## src/rtl/di_rx_pkg.sv

```systemverilog
// -----------------------------------------------------------------------------
// di_rx_pkg
// Types and constants shared by the DI/DID receive capture path.
//   state_e : capture sequencer states (IDLE / HUNT / CAPTURE)
//   beat_t  : one buffered beat, {DI,DID} data plus start/end-of-frame tags
//   DEFAULT_* : default build values for the capture controller parameters
// No ports (package). No configuration macros.
// -----------------------------------------------------------------------------
package di_rx_pkg;

  typedef enum logic [1:0] {
    IDLE    = 2'd0,
    HUNT    = 2'd1,
    CAPTURE = 2'd2
  } state_e;

  typedef struct packed {
    logic [15:0] data;
    logic        sof;
    logic        eof;
  } beat_t;

  localparam logic [7:0] DEFAULT_SYNC_WORD  = 8'hA5;
  localparam int         DEFAULT_SYNC_CNT   = 2;
  localparam int         DEFAULT_FRAME_LEN  = 256;
  localparam int         DEFAULT_FIFO_DEPTH = 8;

endpackage

```

## src/rtl/di_frame_capture_ctrl_if.sv

```systemverilog
// -----------------------------------------------------------------------------
// di_frame_capture_ctrl_if
// Bundles the receive byte pair and the downstream valid/ready beat stream.
//   DI, DID    : receive bytes from the differential input buffers
//   DOUT       : {DI,DID} beat, DI in [15:8]
//   DOUT_SOF   : first beat of a frame
//   DOUT_EOF   : last beat of a frame
//   DOUT_VLD   : DOUT holds a beat
//   DOUT_RDY   : downstream accepts the beat
// Modports: master = receive source / downstream sink side, slave = controller.
// No configuration macros.
// -----------------------------------------------------------------------------
interface di_frame_capture_ctrl_if;

  logic [7:0]  DI;
  logic [7:0]  DID;
  logic [15:0] DOUT;
  logic        DOUT_SOF;
  logic        DOUT_EOF;
  logic        DOUT_VLD;
  logic        DOUT_RDY;

  modport master (
    output DI, DID, DOUT_RDY,
    input  DOUT, DOUT_SOF, DOUT_EOF, DOUT_VLD
  );

  modport slave (
    input  DI, DID, DOUT_RDY,
    output DOUT, DOUT_SOF, DOUT_EOF, DOUT_VLD
  );

endinterface

```

## src/rtl/di_sync_fifo.sv

```systemverilog
// -----------------------------------------------------------------------------
// di_sync_fifo
// Show-ahead synchronous FIFO: the head entry is always visible on data_o,
// and pop_i retires it. Push and pop may occur in the same cycle, including
// when full (the pop frees the slot the push takes).
//   clk_i, rst_i : clock, synchronous active-high reset (empties the FIFO)
//   push_i/data_i: write request and data; ignored when full without a pop
//   pop_i        : retire head entry; ignored when empty
//   data_o       : head entry
//   full_o/empty_o : occupancy flags
// DEPTH must be a power of two. No configuration macros.
// -----------------------------------------------------------------------------
module di_sync_fifo #(
  parameter int WIDTH = 18,
  parameter int DEPTH = 8
) (
  input  logic             clk_i,
  input  logic             rst_i,
  input  logic             push_i,
  input  logic [WIDTH-1:0] data_i,
  input  logic             pop_i,
  output logic [WIDTH-1:0] data_o,
  output logic             full_o,
  output logic             empty_o
);

  localparam int AW = $clog2(DEPTH);

  logic [WIDTH-1:0] mem_q [DEPTH];
  logic [AW-1:0]    wrPtr_q;
  logic [AW-1:0]    rdPtr_q;
  logic [AW:0]      count_q;
  logic             doPush;
  logic             doPop;

  assign empty_o = (count_q == '0);
  assign full_o  = (count_q == (AW+1)'(DEPTH));
  assign data_o  = mem_q[rdPtr_q];

  // A full FIFO can still take a write when the head leaves in the same cycle.
  assign doPop  = pop_i && !empty_o;
  assign doPush = push_i && (!full_o || doPop);

  // Storage array carries no reset; only the pointers define what is valid.
  always_ff @(posedge clk_i) begin
    if (doPush) begin
      mem_q[wrPtr_q] <= data_i;
    end
  end

  // Pointers wrap naturally because DEPTH is a power of two.
  always_ff @(posedge clk_i) begin
    if (rst_i) begin
      wrPtr_q <= '0;
      rdPtr_q <= '0;
      count_q <= '0;
    end else begin
      if (doPush) begin
        wrPtr_q <= wrPtr_q + 1'b1;
      end
      if (doPop) begin
        rdPtr_q <= rdPtr_q + 1'b1;
      end
      case ({doPush, doPop})
        2'b10:   count_q <= count_q + 1'b1;
        2'b01:   count_q <= count_q - 1'b1;
        default: count_q <= count_q;
      endcase
    end
  end

endmodule

```

## src/rtl/di_frame_capture_ctrl.sv

```systemverilog
// -----------------------------------------------------------------------------
// di_frame_capture_ctrl
// Hunts for SYNC_CNT consecutive SYNC_WORD bytes on DI, then captures
// FRAME_LEN {DI,DID} beats into a show-ahead FIFO and forwards them over a
// valid/ready stream tagged with SOF/EOF. The source cannot stall: a beat
// arriving while the FIFO is full (and not draining) is dropped and OVF set.
//   QCLK    : sole clock
//   RST     : synchronous active-high reset, aborts any frame in flight
//   EN      : arm capture (level)
//   rxBus   : DI/DID in, DOUT/DOUT_SOF/DOUT_EOF/DOUT_VLD out, DOUT_RDY in
//   BUSY    : sequencer in HUNT or CAPTURE
//   OVF     : sticky drop flag, cleared when leaving IDLE
//   FRM_CNT : completed frames, wraps
//   CHK_ERR : one-cycle checksum-mismatch pulse
// Configuration macro DI_FRAME_CHKSUM_EN: when defined, the DI byte of the
// last beat is checked against the XOR of all earlier DI bytes of the frame;
// when undefined, CHK_ERR is tied low and no checksum logic exists.
// -----------------------------------------------------------------------------
module di_frame_capture_ctrl
  import di_rx_pkg::*;
#(
  parameter logic [7:0] SYNC_WORD  = DEFAULT_SYNC_WORD,
  parameter int         SYNC_CNT   = DEFAULT_SYNC_CNT,
  parameter int         FRAME_LEN  = DEFAULT_FRAME_LEN,
  parameter int         FIFO_DEPTH = DEFAULT_FIFO_DEPTH
) (
  input  logic                          QCLK,
  input  logic                          RST,
  input  logic                          EN,
  di_frame_capture_ctrl_if.slave        rxBus,
  output logic                          BUSY,
  output logic                          OVF,
  output logic [15:0]                   FRM_CNT,
  output logic                          CHK_ERR
);

  localparam int              BW          = (FRAME_LEN > 1) ? $clog2(FRAME_LEN) : 1;
  localparam logic [BW-1:0]   LAST_BEAT   = BW'(FRAME_LEN - 1);
  localparam logic [3:0]      SYNC_TARGET = 4'(SYNC_CNT);

  state_e        state_q, state_d;
  logic [3:0]    syncCnt_q, syncCnt_d;
  logic [BW-1:0] beatCnt_q, beatCnt_d;
  logic [15:0]   frmCnt_q, frmCnt_d;
  logic          ovf_q, ovf_d;

  logic          push;
  logic          pop;
  logic          isLast;
  logic          fifoFull;
  logic          fifoEmpty;
  beat_t         pushBeat;
  beat_t         headBeat;

  // Control registers; reset abandons any partial frame and clears the counters.
  always_ff @(posedge QCLK) begin
    if (RST) begin
      state_q   <= IDLE;
      syncCnt_q <= '0;
      beatCnt_q <= '0;
      frmCnt_q  <= '0;
      ovf_q     <= 1'b0;
    end else begin
      state_q   <= state_d;
      syncCnt_q <= syncCnt_d;
      beatCnt_q <= beatCnt_d;
      frmCnt_q  <= frmCnt_d;
      ovf_q     <= ovf_d;
    end
  end

  // Sequencer: sync bytes only advance the hunt counter and are never pushed;
  // once locked every cycle is a payload beat until the EOF beat, and EN is
  // only looked at again at the frame boundary so a frame is never truncated.
  always_comb begin
    state_d   = state_q;
    syncCnt_d = syncCnt_q;
    beatCnt_d = beatCnt_q;
    frmCnt_d  = frmCnt_q;
    ovf_d     = ovf_q;
    push      = 1'b0;
    isLast    = (beatCnt_q == LAST_BEAT);
    pushBeat  = '{data: {rxBus.DI, rxBus.DID},
                  sof:  (beatCnt_q == '0),
                  eof:  isLast};

    case (state_q)
      IDLE: begin
        syncCnt_d = '0;
        if (EN) begin
          state_d = HUNT;
          ovf_d   = 1'b0;
        end
      end

      HUNT: begin
        if (!EN) begin
          state_d   = IDLE;
          syncCnt_d = '0;
        end else if (rxBus.DI == SYNC_WORD) begin
          syncCnt_d = syncCnt_q + 4'd1;
          if (syncCnt_q + 4'd1 == SYNC_TARGET) begin
            state_d   = CAPTURE;
            beatCnt_d = '0;
          end
        end else begin
          syncCnt_d = '0;
        end
      end

      CAPTURE: begin
        push      = 1'b1;
        beatCnt_d = beatCnt_q + 1'b1;
        if (isLast) begin
          beatCnt_d = '0;
          syncCnt_d = '0;
          frmCnt_d  = frmCnt_q + 16'd1;
          state_d   = EN ? HUNT : IDLE;
        end
      end

      default: begin
        state_d = IDLE;
      end
    endcase

    // A dropped beat is still counted towards the frame; only OVF records it.
    if (push && fifoFull && !pop) begin
      ovf_d = 1'b1;
    end
  end

  assign pop = !fifoEmpty && rxBus.DOUT_RDY;

  di_sync_fifo #(
    .WIDTH ($bits(beat_t)),
    .DEPTH (FIFO_DEPTH)
  ) u_fifo (
    .clk_i   (QCLK),
    .rst_i   (RST),
    .push_i  (push),
    .data_i  (pushBeat),
    .pop_i   (pop),
    .data_o  (headBeat),
    .full_o  (fifoFull),
    .empty_o (fifoEmpty)
  );

  // Output fields are forced to zero while empty so stale storage never shows.
  assign rxBus.DOUT_VLD = !fifoEmpty;
  assign rxBus.DOUT     = fifoEmpty ? 16'h0000 : headBeat.data;
  assign rxBus.DOUT_SOF = !fifoEmpty && headBeat.sof;
  assign rxBus.DOUT_EOF = !fifoEmpty && headBeat.eof;

  assign BUSY    = (state_q != IDLE);
  assign OVF     = ovf_q;
  assign FRM_CNT = frmCnt_q;

`ifdef DI_FRAME_CHKSUM_EN
  logic [7:0] chkAcc_q, chkAcc_d;
  logic       chkErr_q, chkErr_d;

  // Running XOR restarts on the SOF beat; on the EOF beat the accumulator
  // holds beats 0..FRAME_LEN-2, which the last DI byte must match.
  always_comb begin
    chkAcc_d = chkAcc_q;
    chkErr_d = 1'b0;
    if (push) begin
      chkAcc_d = pushBeat.sof ? rxBus.DI : (chkAcc_q ^ rxBus.DI);
      if (pushBeat.eof) begin
        chkErr_d = (rxBus.DI != chkAcc_q);
      end
    end
  end

  // Checksum registers; the error flag is a single-cycle pulse.
  always_ff @(posedge QCLK) begin
    if (RST) begin
      chkAcc_q <= '0;
      chkErr_q <= 1'b0;
    end else begin
      chkAcc_q <= chkAcc_d;
      chkErr_q <= chkErr_d;
    end
  end

  assign CHK_ERR = chkErr_q;
`else
  assign CHK_ERR = 1'b0;
`endif

endmodule

```

## src/flat_wrapper.sv

```systemverilog
// flat-port wrapper written by rule: the top's interface ports become plain ports
module di_frame_capture_ctrl_flat import di_rx_pkg::*;
#(
  parameter logic [7:0] SYNC_WORD  = DEFAULT_SYNC_WORD,
  parameter int         SYNC_CNT   = DEFAULT_SYNC_CNT,
  parameter int         FRAME_LEN  = DEFAULT_FRAME_LEN,
  parameter int         FIFO_DEPTH = DEFAULT_FIFO_DEPTH
)
  (QCLK, RST, EN, BUSY, OVF, FRM_CNT, CHK_ERR, rxBus_DI, rxBus_DID, rxBus_DOUT_RDY, rxBus_DOUT, rxBus_DOUT_SOF, rxBus_DOUT_EOF, rxBus_DOUT_VLD);
  di_frame_capture_ctrl_if rxBus_i ();
  input  logic QCLK;
  input  logic RST;
  input  logic EN;
  output logic BUSY;
  output logic OVF;
  output logic [15:0] FRM_CNT;
  output logic CHK_ERR;
  input wire logic [$bits(rxBus_i.DI)-1:0] rxBus_DI;
  input wire logic [$bits(rxBus_i.DID)-1:0] rxBus_DID;
  input wire logic [$bits(rxBus_i.DOUT_RDY)-1:0] rxBus_DOUT_RDY;
  output wire logic [$bits(rxBus_i.DOUT)-1:0] rxBus_DOUT;
  output wire logic [$bits(rxBus_i.DOUT_SOF)-1:0] rxBus_DOUT_SOF;
  output wire logic [$bits(rxBus_i.DOUT_EOF)-1:0] rxBus_DOUT_EOF;
  output wire logic [$bits(rxBus_i.DOUT_VLD)-1:0] rxBus_DOUT_VLD;
  assign rxBus_i.DI = rxBus_DI;
  assign rxBus_i.DID = rxBus_DID;
  assign rxBus_i.DOUT_RDY = rxBus_DOUT_RDY;
  assign rxBus_DOUT = rxBus_i.DOUT;
  assign rxBus_DOUT_SOF = rxBus_i.DOUT_SOF;
  assign rxBus_DOUT_EOF = rxBus_i.DOUT_EOF;
  assign rxBus_DOUT_VLD = rxBus_i.DOUT_VLD;
  di_frame_capture_ctrl #(.SYNC_WORD(SYNC_WORD), .SYNC_CNT(SYNC_CNT), .FRAME_LEN(FRAME_LEN), .FIFO_DEPTH(FIFO_DEPTH)) u_core (.QCLK(QCLK), .RST(RST), .EN(EN), .rxBus(rxBus_i), .BUSY(BUSY), .OVF(OVF), .FRM_CNT(FRM_CNT), .CHK_ERR(CHK_ERR));
endmodule
```

## config.mk

```make
export PLATFORM = sky130hd
export DESIGN_NAME = di_frame_capture_ctrl_flat
export DESIGN_NICKNAME = d
export VERILOG_FILES = /design/src/rtl/di_rx_pkg.sv /design/src/rtl/di_frame_capture_ctrl_if.sv /design/src/rtl/di_sync_fifo.sv /design/src/rtl/di_frame_capture_ctrl.sv /design/src/flat_wrapper.sv
export SDC_FILE = /design/constraint.sdc
export NUM_CORES = 1
export LEC_CHECK = 0
export BUFFER_PORTS_ARGS = -buffer_cell sky130_fd_sc_hd__buf_2
export CAP_MARGIN = 15
export CORE_MARGIN = 2
export CORE_UTILIZATION = 50
export DETAILED_ROUTE_END_ITERATION = 10
export GPL_ROUTABILITY_DRIVEN = 0
export PLACE_DENSITY = 0.68
export SETUP_SLACK_MARGIN = 0.15
export SLEW_MARGIN = 30
export SYNTH_ARGS = -nofsm -noshare
export SYNTH_HDL_FRONTEND = slang
export SYNTH_SLANG_ARGS = --single-unit
export TNS_END_PERCENT = 20
```

## constraint.sdc

```tcl
create_clock -name QCLK -period 5.75 [get_ports QCLK]
set_input_delay 0.2875 -clock QCLK [delete_from_list [all_inputs] [get_ports QCLK]]
set_output_delay 0.2875 -clock QCLK [all_outputs]
set_load 0.01 [all_outputs]
```

=== Word level (Yosys, flattened, before mapping) ===
Memory sizes are Yosys's and may differ from the RTL's. A register that Yosys moved wholly into a read port is not among the register bits.
Cells that the tools add are included.

* Equality and inequality tests: 15
* Reduce and logical (&&, ||, !) cells: 25
* Add/sub/neg operators: 7
* Multiplexer cells: 26

{| class="wikitable"
|+ Operators with widths
! operator !! count
|-
| $mux W8 || 4
|-
| $add A16 B1 Y16 const B || 1
|-
| $eq A8 B8 Y1 const B || 2
|-
| $mux W16 || 1
|-
| $pmux W8 S2 || 1
|-
| $mux W4 || 3
|-
| $pmux W4 S3 || 1
|-
| $mux W2 || 5
|-
| $reduce_bool A2 Y1 || 5
|-
| $add A4 B1 Y4 const B || 2
|-
| $add A8 B1 Y8 const B || 1
|-
| $logic_not A8 Y1 || 1
|-
| $pmux W4 S2 || 1
|-
| $reduce_and A4 Y1 || 2
|-
| $logic_and A1 B1 Y1 || 7
|-
| $mux W1 || 7
|-
| $add A3 B1 Y3 const B || 2
|-
| $mux W3 || 2
|-
| $ne A2 B1 Y1 const B || 3
|-
| $ne A3 B2 Y1 const B || 2
|-
| $pmux W2 S3 || 1
|-
| $reduce_and A2 Y1 || 3
|-
| $eq A2 B1 Y1 const B || 2
|-
| $eq A2 B2 Y1 const B || 2
|-
| other kinds (9) || 12
|}

* Input port bits: 20
* Output and inout port bits: 38
* Flip-flop bits (word level): 41
* Word-level logic and storage cells: 82
* RAM bits: 144
* Memories: 1

{| class="wikitable"
|+ Memory list
! memory !! depth !! bits a word !! read ports !! clocked after Yosys merged registers in !! write ports !! RTL line !! source
|-
| u_core.u_fifo.mem_q || 8 || 18 || 1 || 1 || 1 || di_sync_fifo.sv:29 || <nowiki>logic [WIDTH-1:0] mem_q [DEPTH];</nowiki>
|}

=== Depth between registers and ports, before layout ===
Gate-level depths: netlist of run 1.

* Depth after elaboration: 8
* Mapped depth: 9
* Mapped depth without buffers: 8

=== Modules after synthesis ===
A second synthesis of run 1 with hierarchy kept.

* Cell total of the unflattened synthesis: 500
* Area, all modules: 8,008.9 µm²

{| class="wikitable"
|+ Modules (own cells, without submodules)
! module !! cells each !! area each (µm²) !! seq. area each (µm²) !! times used
|-
| di_sync_fifo || 291 || 6,328.6 || 4,584.4 || 1
|-
| di_frame_capture_ctrl || 209 || 1,680.4 || 620.6 || 1
|}

=== Least setup slack after synthesis of run 1 ===
OpenSTA, ideal clock, no wires.

* Path type: reg-to-reg
* Start: reg u_core.u_fifo.count_q[0]
* End: mem u_core.u_fifo.mem_q[0][0], enable pin
* Path buffers: 1
* Stages on the path, launching flop included: 6
* Path slack: 2.900 ns
* Data arrival time: 2.434 ns
* Required time: 5.334 ns
* Library setup time: 0.416 ns
* Clock period less this slack: 2.850 ns
* Path through: dfxtp_1 -> clkbuf_1 -> nor3_1 -> a31oi_1 -> nand2b_1 -> nor3_1

* Longest elaborated chain between the ends: 8
* Elaborated cells on any way between the ends: 10
* Those cells by class: eq/ne: 1; mux: 2; reduce/logical: 7

{| class="wikitable"
|+ Ends and longest elaborated chain
! element !! RTL line !! source
|-
| start: declaration || di_sync_fifo.sv:32 || <nowiki>logic [AW:0] count_q;</nowiki>
|-
| start signal: assignment || di_sync_fifo.sv:65 || <nowiki>2'b10: count_q <= count_q + 1'b1;</nowiki>
|-
| start signal: assignment || di_sync_fifo.sv:66 || <nowiki>2'b01: count_q <= count_q - 1'b1;</nowiki>
|-
| start signal: assignment || di_sync_fifo.sv:67 || <nowiki>default: count_q <= count_q;</nowiki>
|-
| $logic_not A4 Y1 || di_sync_fifo.sv:36 || <nowiki>assign empty_o = (count_q == '0);</nowiki>
|-
| $logic_not A1 Y1 || di_sync_fifo.sv:41, di_frame_capture_ctrl.sv:133 ||
|-
| $logic_and A1 B1 Y1 || di_frame_capture_ctrl.sv:133 || <nowiki>assign pop = !fifoEmpty && rxBus.DOUT_RDY;</nowiki>
|-
| $logic_and A1 B1 Y1 || di_sync_fifo.sv:41 || <nowiki>assign doPop = pop_i && !empty_o;</nowiki>
|-
| $logic_or A1 B1 Y1 (*) || di_sync_fifo.sv:42 || <nowiki>assign doPush = push_i && (!full_o || doPop);</nowiki>
|-
| $logic_and A1 B1 Y1 (*) || di_sync_fifo.sv:42 ||
|-
| $mux W1 (*) || di_sync_fifo.sv:46 || <nowiki>if (doPush) begin</nowiki>
|-
| $mux W1 (not written as such) (*) || di_sync_fifo.sv:47 || <nowiki>mem_q[wrPtr_q] <= data_i;</nowiki>
|-
| end: declaration || di_sync_fifo.sv:29 ||
|}

Mark *: on every way between the ends. The rest lies on a longest branch, timed or not.

=== Worst setup path in the final report of run 1 ===
* Start: reg u_core.state_q[1]
* End: mem u_core.u_fifo.mem_q[5][2], enable pin

* Longest elaborated chain between the ends: 5

{| class="wikitable"
|+ Ends and longest elaborated chain
! element !! RTL line !! source
|-
| start: declaration || di_frame_capture_ctrl.sv:41 || <nowiki>state_e state_q, state_d;</nowiki>
|-
| start signal: assignment || di_frame_capture_ctrl.sv:64 || <nowiki>state_q <= state_d;</nowiki>
|-
| $eq A2 B2 Y1 || di_frame_capture_ctrl.sv:87 || <nowiki>case (state_q)</nowiki>
|-
| $mux W1 || di_frame_capture_ctrl.sv:87 ||
|-
| $logic_and A1 B1 Y1 || di_sync_fifo.sv:42 ||
|-
| $mux W1 || di_sync_fifo.sv:46 ||
|-
| $mux W1 (not written as such) || di_sync_fifo.sv:47 ||
|}

No other way between the ends.

==> results.py, run 1 <==
metrics = {
    "worst_hold_path": {
        "hold_path.class": "primary input to flip-flop",
        "whs_path_depth": 3,
    },
    "power": {
        "p_total_w": 0.00327,
        "leakage_nw": 2.97,
        "pwr-share-seq_pct": 45.7,
        "switching_share_pct": 26.6,
        "intPower_w": 0.00240,
        "combPwrFrac_pct": 18.1,
        "power_switching_w": 0.000873,
        "peakVddDrop_v": 0.000223,
        "clkPwrFrac_pct": 36.2,
        "power.density_nw_per_um2": 373,
    },
    "yosys": {
        "seq_area_frac_synth_pct": 68.2,
        "synth_top_cell_by_area": "edfxtp_1",
        "ys_warn_count": 0,
        "synth-main-ff-cell": "edfxtp_1",
        "syn_nets": 515,
        "ys_types": 52,
        "syn_inst": 487,
        "synth_seq_cells": 188,
        "async_reset_ff_share_pct": 0,
        "synth_top_cell_area_share_pct": 56.7,
        "synth.avg_cell_area_sq_um": 15.7,
        "synth_edf_count": 144,
        "synth_area_leaders": "edfxtp_1 (57%), dfxtp_1 (12%), mux4_2 (11%), nor2_1 (3.0%), mux2i_1 (2.9%)",
        "synthesis.area_sq_um": 7630,
    },
    "drt": {
        "ant_nets": 0,
        "vias": 4279,
        "drc_errors": 0,
        "routed_wirelength_um": 14400,
        "vias_per_cell": 5.71,
        "wire_per_inst_um": 19.2,
        "first_pass_iters": 4,
        "drtIter0Drc": 265,
    },
    "sta": {
        "drv_slew": 0,
        "tns_ns": 0,
        "setup_viol": 0,
        "slew_headroom_pct": 37.9,
        "hold_viol_final": 0,
        "max_freq_mhz": 352,
        "final.min_clock_period_ns": 2.84,
        "rsz0062_at_grt": "no",
        "skew_ns": 0.0130,
        "max_slew.worst_pin.slew_ns": 0.930,
        "fin_crit_sh_pct": 49.5,
        "timing.hold.ws_ns": 0.127,
    },
    "worst_setup_path": {
        "endpoint_kind": "flip-flop",
        "rrSetupSlack_ns": 2.91,
        "crit_path_start_kind": "flip-flop",
        "crit_slowest_cell": "nor2_1",
        "max_stage_delay_ns": 0.72,
        "cp_max_fo": 10,
        "arrival_ns": 2.97,
        "crit_type": "flip-flop to flip-flop",
        "path_cells": "nand2b_1 -> a31oi_1 -> nand2_1 -> nor2_1 -> buf_4",
        "r2r_cells": 5,
        "crit_required_ns": 5.88,
    },
    "cts": {
        "cts_resized": 0,
        "insertion_delay_ns": 0.43,
        "cts_root_buf": "clkbuf_16",
        "clkSlewWorstSetupHoldPaths_ns": 0.08,
        "htreeDepth": 4,
        "cts_buffers": 17,
        "cts_tree": "done",
        "clock_sink_count": 188,
        "hold_buffers": 0,
        "cts_setup_buffers": 0,
        "cts_buffer_depth": 2,
    },
    "finish": {
        "layout_common_cells": "edfxtp_1 (144), nor2_1 (56), buf_2 (56)",
        "n_antenna_cell": 0,
        "final_cells": 749,
        "utilization_pct": 58.4,
        "multiInputGateArea_sq_um": 2370,
        "finalNetCount": 576,
        "final_common_cell": "edfxtp_1",
        "drive_above_1_share_pct": 27.1,
        "seq_area_sq_um": 5210,
        "syn_to_final_growth_pct": 15.0,
        "fillers": 1138,
    },
    "place": {
        "dp.cells": 717,
        "io_buffers": 56,
        "dp_hpwl_um": 8820,
    },
    "global_routing": {
        "grt_max_degree": 47,
        "grt_use_total_pct": 18.9,
        "grt_pass1_vias": 4324,
        "gr-total-overflow": 0,
        "antenna_found_initial": 0,
        "grt_pass1_wl_um": 23100,
    },
    "floorplanning": {
        "die_h_um": 128,
        "num_io_pins": 58,
        "rows": 45,
        "initial_core_util_pct": 50.8,
        "chipWidth_um": 128,
        "die-area_sq_um": 16300,
        "coreArea_sq_um": 15000,
    },
    "flow_run": {
        "cap_violations": 0,
    },
    "outcome": {
        "outcome": "complete, no violations",
    },
}
[power groups by stage]
stage          Sequential [W]  Combinational, W  Clock, W
2_1_floorplan         0.00151          0.000423         0
3_3_place_gp          0.00152          0.000590         0
3_5_place_dp          0.00153          0.000604         0
4_1_cts               0.00149          0.000609   0.00121
5_1_grt               0.00150          0.000657   0.00126
6_report              0.00150          0.000593   0.00119
[layout make-up]
| cell class | instances | area share (%) |
|---|---|---|
| clock buffers | 17 | 4.85 |
| clock inverters | 15 | 1.98 |
| inverters | 8 | 0.342 |
| multi-input cells | 269 | 27.0 |
| flip-flops and latches | 188 | 59.3 |
| well taps | 188 | 2.68 |
| repair buffers | 64 | 3.88 |
[layer usage]
metal  vias up  part of all wire, %  GRT usage, %
met2       126                   50          31.2
met5         -                    0             0
met1      2132                   43          24.6
li1       2000                    -             -
met3        21                  5.7          4.65
met4         0                  2.0          7.05
[through the flow]
stage | setup slack (ns) | cell area [sq um]
after floorplan | 2.90 | 7630
after global placement | 3.02 | 8150
after detailed placement | 2.87 | 8170
after CTS | 2.85 | 8770
after global routing | 2.69 | 8780
final | 2.91 | 8780
[registers in the layout (all words and copies together) (netlist names), named ones only]
| register | flops |
|---|---|
| u_core.OVF | 1 |
| u_core.u_fifo.wrPtr_q | 3 |
| u_core.u_fifo.count_q | 4 |
| u_core.beatCnt_q | 8 |
| u_core.state_q | 2 |
| u_core.u_fifo.mem_q | 144 |
| u_core.FRM_CNT | 16 |
| u_core.syncCnt_q | 4 |
| u_core.u_fifo.rdPtr_q | 3 |
[worst paths after layout]
path                                  from                   endpoint
setup / recovery         u_core.state_q[1]  u_core.u_fifo.mem_q[5][2]
hold / removal                          EN          u_core.state_q[0]
setup reg to reg         u_core.state_q[1]  u_core.u_fifo.mem_q[5][2]
hold reg to reg   u_core.u_fifo.rdPtr_q[1]   u_core.u_fifo.rdPtr_q[1]
[cells by family (layout without fill, tap and decap cells)]
family | count (synthesis) | in the layout | synth area share (%)
multiplexers | 58 | 58 | 13.5
XOR/XNOR | 20 | 20 | 2.30
flip-flops | 188 | 188 | 68.2
other | 1 | 1 | 0.0491
adder cells (fa/ha/maj) | 8 | 8 | 1.31
buffers and inverters | 30 | 104 | 1.61
AND/OR/NAND/NOR | 141 | 141 | 9.61
AO/OA/AOI/OAI | 41 | 41 | 3.43
[synth_stat cells, types with 5 or more instances]
library cell and instances:
a21oi_1 15, buf_2 5, clkbuf_1 14, dfxtp_1 44
edfxtp_1 144, ha_1 8, inv_1 7, mux2i_1 22
mux4_2 36, nand2_1 13, nand2b_1 7, nand3_1 16
nand4_1 8, nor2_1 60, nor3_1 8, xor2_1 19
[worst max-delay path: cells and delay by family, from the launching register on]
| kind | cells | cell delay, ns |
|---|---|---|
| flops | 1 | 0.47 |
| simple gates | 3 | 1.30 |
| buf+inv | 1 | 0.35 |
| compound gates | 1 | 0.42 |
Power figures use the tool's default switching activity.
==> run 2, diff against run 1 <==
Settings changed: PLACE_DENSITY 0.68 to 0.71.
Clock period 5.75 ns to 2.44 ns, I/O delays scaled along.
==> run 2 against run 1 <==
  * Worst setup slack got worse by 2.6 ns
  * Hold slack lost 0.11 ns
  * Largest cell class unchanged
  * Largest power group unchanged
  * Die area is the same
  * Cell area increased by 2.7%
==> results.py, run 2 (synthesized netlist as in run 1, its figures left out) <==
metrics = {
    "sta": {
        "max_slew.worst_pin.slew_ns": 0.811,
        "setup_viol": 0,
        "hold_viol_final": 0,
        "max_freq_mhz": 460,
        "skew_ns": 0.00791,
        "tns_ns": 0,
        "rsz0062_at_grt": "no",
        "fin_crit_sh_pct": 89.2,
        "slew_headroom_pct": 45.9,
        "drv_slew": 0,
        "final.min_clock_period_ns": 2.18,
    },
    "floorplanning": {
        "initial_core_util_pct": 50.8,
        "coreArea_sq_um": 15000,
        "num_io_pins": 58,
        "die_h_um": 128,
        "rows": 45,
        "chipWidth_um": 128,
        "die-area_sq_um": 16300,
    },
    "global_routing": {
        "grt_max_degree": 47,
        "gr-total-overflow": 0,
        "grt_use_total_pct": 18.5,
        "antenna_found_initial": 0,
        "grt_pass1_wl_um": 22900,
        "grt_pass1_vias": 4469,
    },
    "worst_setup_path": {
        "r2r_cells": 9,
        "crit_slowest_cell": "mux4_2",
        "cp.depth": 5,
        "crit_path_start_kind": "flip-flop",
        "arrival_ns": 2.05,
        "r2r-end": "u_core.u_fifo.count_q[2]",
        "crit_buf_inv": 2,
        "r2r_start": "u_core.u_fifo.count_q[3]",
        "endpoint_kind": "output pin",
        "rrSetupSlack_ns": 0.28,
        "crit_type": "flip-flop to output pin",
        "max_stage_delay_ns": 0.52,
        "cpLargestDelayFamily": "multiplexers",
        "cp_max_fo": 18,
        "crit_required_ns": 2.32,
        "path_cells": "buf_12 -> mux4_2 -> mux2i_1 -> nor2_1 -> buf_2",
    },
    "cts": {
        "cts_buffers": 17,
        "htreeDepth": 4,
        "cts_buffer_depth": 2,
        "cts_setup_buffers": 0,
        "clkSlewWorstSetupHoldPaths_ns": 0.06,
        "insertion_delay_ns": 0.42,
        "cts_tree": "done",
        "clock_sink_count": 188,
        "cts_root_buf": "clkbuf_16",
        "cts_resized": 0,
    },
    "place": {
        "dp_hpwl_um": 8720,
        "io_buffers": 56,
        "dp.cells": 729,
        "place_area_sq_um": 8240,
    },
    "finish": {
        "final_common_cell": "edfxtp_1",
        "final_cells": 777,
        "top_register": "u_core.u_fifo.mem_q",
        "drive_above_1_share_pct": 26.8,
        "fin_area_sq_um": 9010,
        "n_antenna_cell": 0,
        "finalNetCount": 604,
        "largest_register_ffs": 144,
        "syn_to_final_growth_pct": 18.0,
        "layout_common_cells": "edfxtp_1 (144), nor2_1 (60), buf_2 (56)",
        "fillers": 1138,
        "utilization_pct": 59.9,
    },
    "drt": {
        "ant_nets": 0,
        "wire_per_inst_um": 18.8,
        "routed_wirelength_um": 14600,
        "drc_errors": 0,
        "vias_per_cell": 5.69,
        "drtIter0Drc": 270,
        "first_pass_iters": 6,
        "vias": 4418,
    },
    "worst_hold_path": {
        "whs_path_depth": 1,
        "worstHoldEndpoint": "u_core.u_fifo.mem_q[2][11]",
        "hold_path.class": "primary input to flip-flop",
        "hold_path_startpoint": "rxBus_DI[1]",
    },
    "power": {
        "peakVddDrop_v": 0.000491,
        "power.density_nw_per_um2": 866,
        "p_total_w": 0.00780,
        "leakage_nw": 3.08,
    },
    "outcome": {
        "outcome": "complete, no violations",
    },
    "flow_run": {
        "cap_violations": 0,
    },
}
[run 2: how the worst max path moves through the flow]
stage | slack, ns | end | start
3_3_place_gp | 0.49 | u_core.u_fifo.mem_q[0][5] | u_core.u_fifo.count_q[1]
4_1_cts | 0.21 | rxBus_DOUT[14] | flip-flop
2_1_floorplan | 0.07 | u_core.u_fifo.mem_q[6][0] | u_core.u_fifo.count_q[0]
3_5_place_dp | 0.37 | u_core.u_fifo.count_q[2] | u_core.u_fifo.count_q[0]
6_report | 0.26 | rxBus_DOUT[14] | flip-flop
5_1_grt | 0.16 | u_core.u_fifo.count_q[2] | u_core.u_fifo.count_q[3]
[run 2: worst reg2reg max path, stage by stage, from the launching register on]
cell and delay [ns]:
dfxtp_1 0.40, o41ai_1 0.45, buf_4 0.20, nor2_1 0.07, xor2_1 0.19, ha_1 0.20, nor2_1 0.05, a32oi_1 0.21
xor2_1 0.19, nor2_1 0.07
[run 2: where the power goes]
part	leakage [nW]	switching (W)	internal [W]
combinational	1.17	0.000773	0.000726
clock	0.277	0.00115	0.00161
sequential	1.64	0.0000762	0.00347
total	3.08	0.00200	0.00580
[run 2: metal layers]
layer	up-vias	routed length, um	global-route usage (%)
met5	-	0	0
met4	0	140	5.24
met3	14	585	4.27
met2	105	7370	31.8
met1	2244	6490	23.9
li1	2055	-	-
[run 2: layout make-up]
cell class,count,area (sq um),share of cell area [%]
clock inverters,15,171,1.90
multi-input cells,269,2320,25.8
inverters,8,30.0,0.333
well taps,188,235,2.61
flip-flops and latches,188,5210,57.8
clock buffers,17,425,4.72
repair buffers,92,618,6.86
[run 2: repair_timing]
item,in CTS,in global routing
hold endpoints to repair,113,0
hold buffers,15,0
setup endpoints to repair,0,1
[run 2: metrics by stage]
| step | setup WS (ns) | hold slack, ns |
|---|---|---|
| after floorplan | 0.0675 | 0.221 |
| after global placement | 0.489 | 0.389 |
| after detailed placement | 0.368 | 0.407 |
| after CTS | 0.206 | 0.0000764 |
| after global routing | 0.161 | 0.0314 |
| final | 0.265 | 0.0146 |
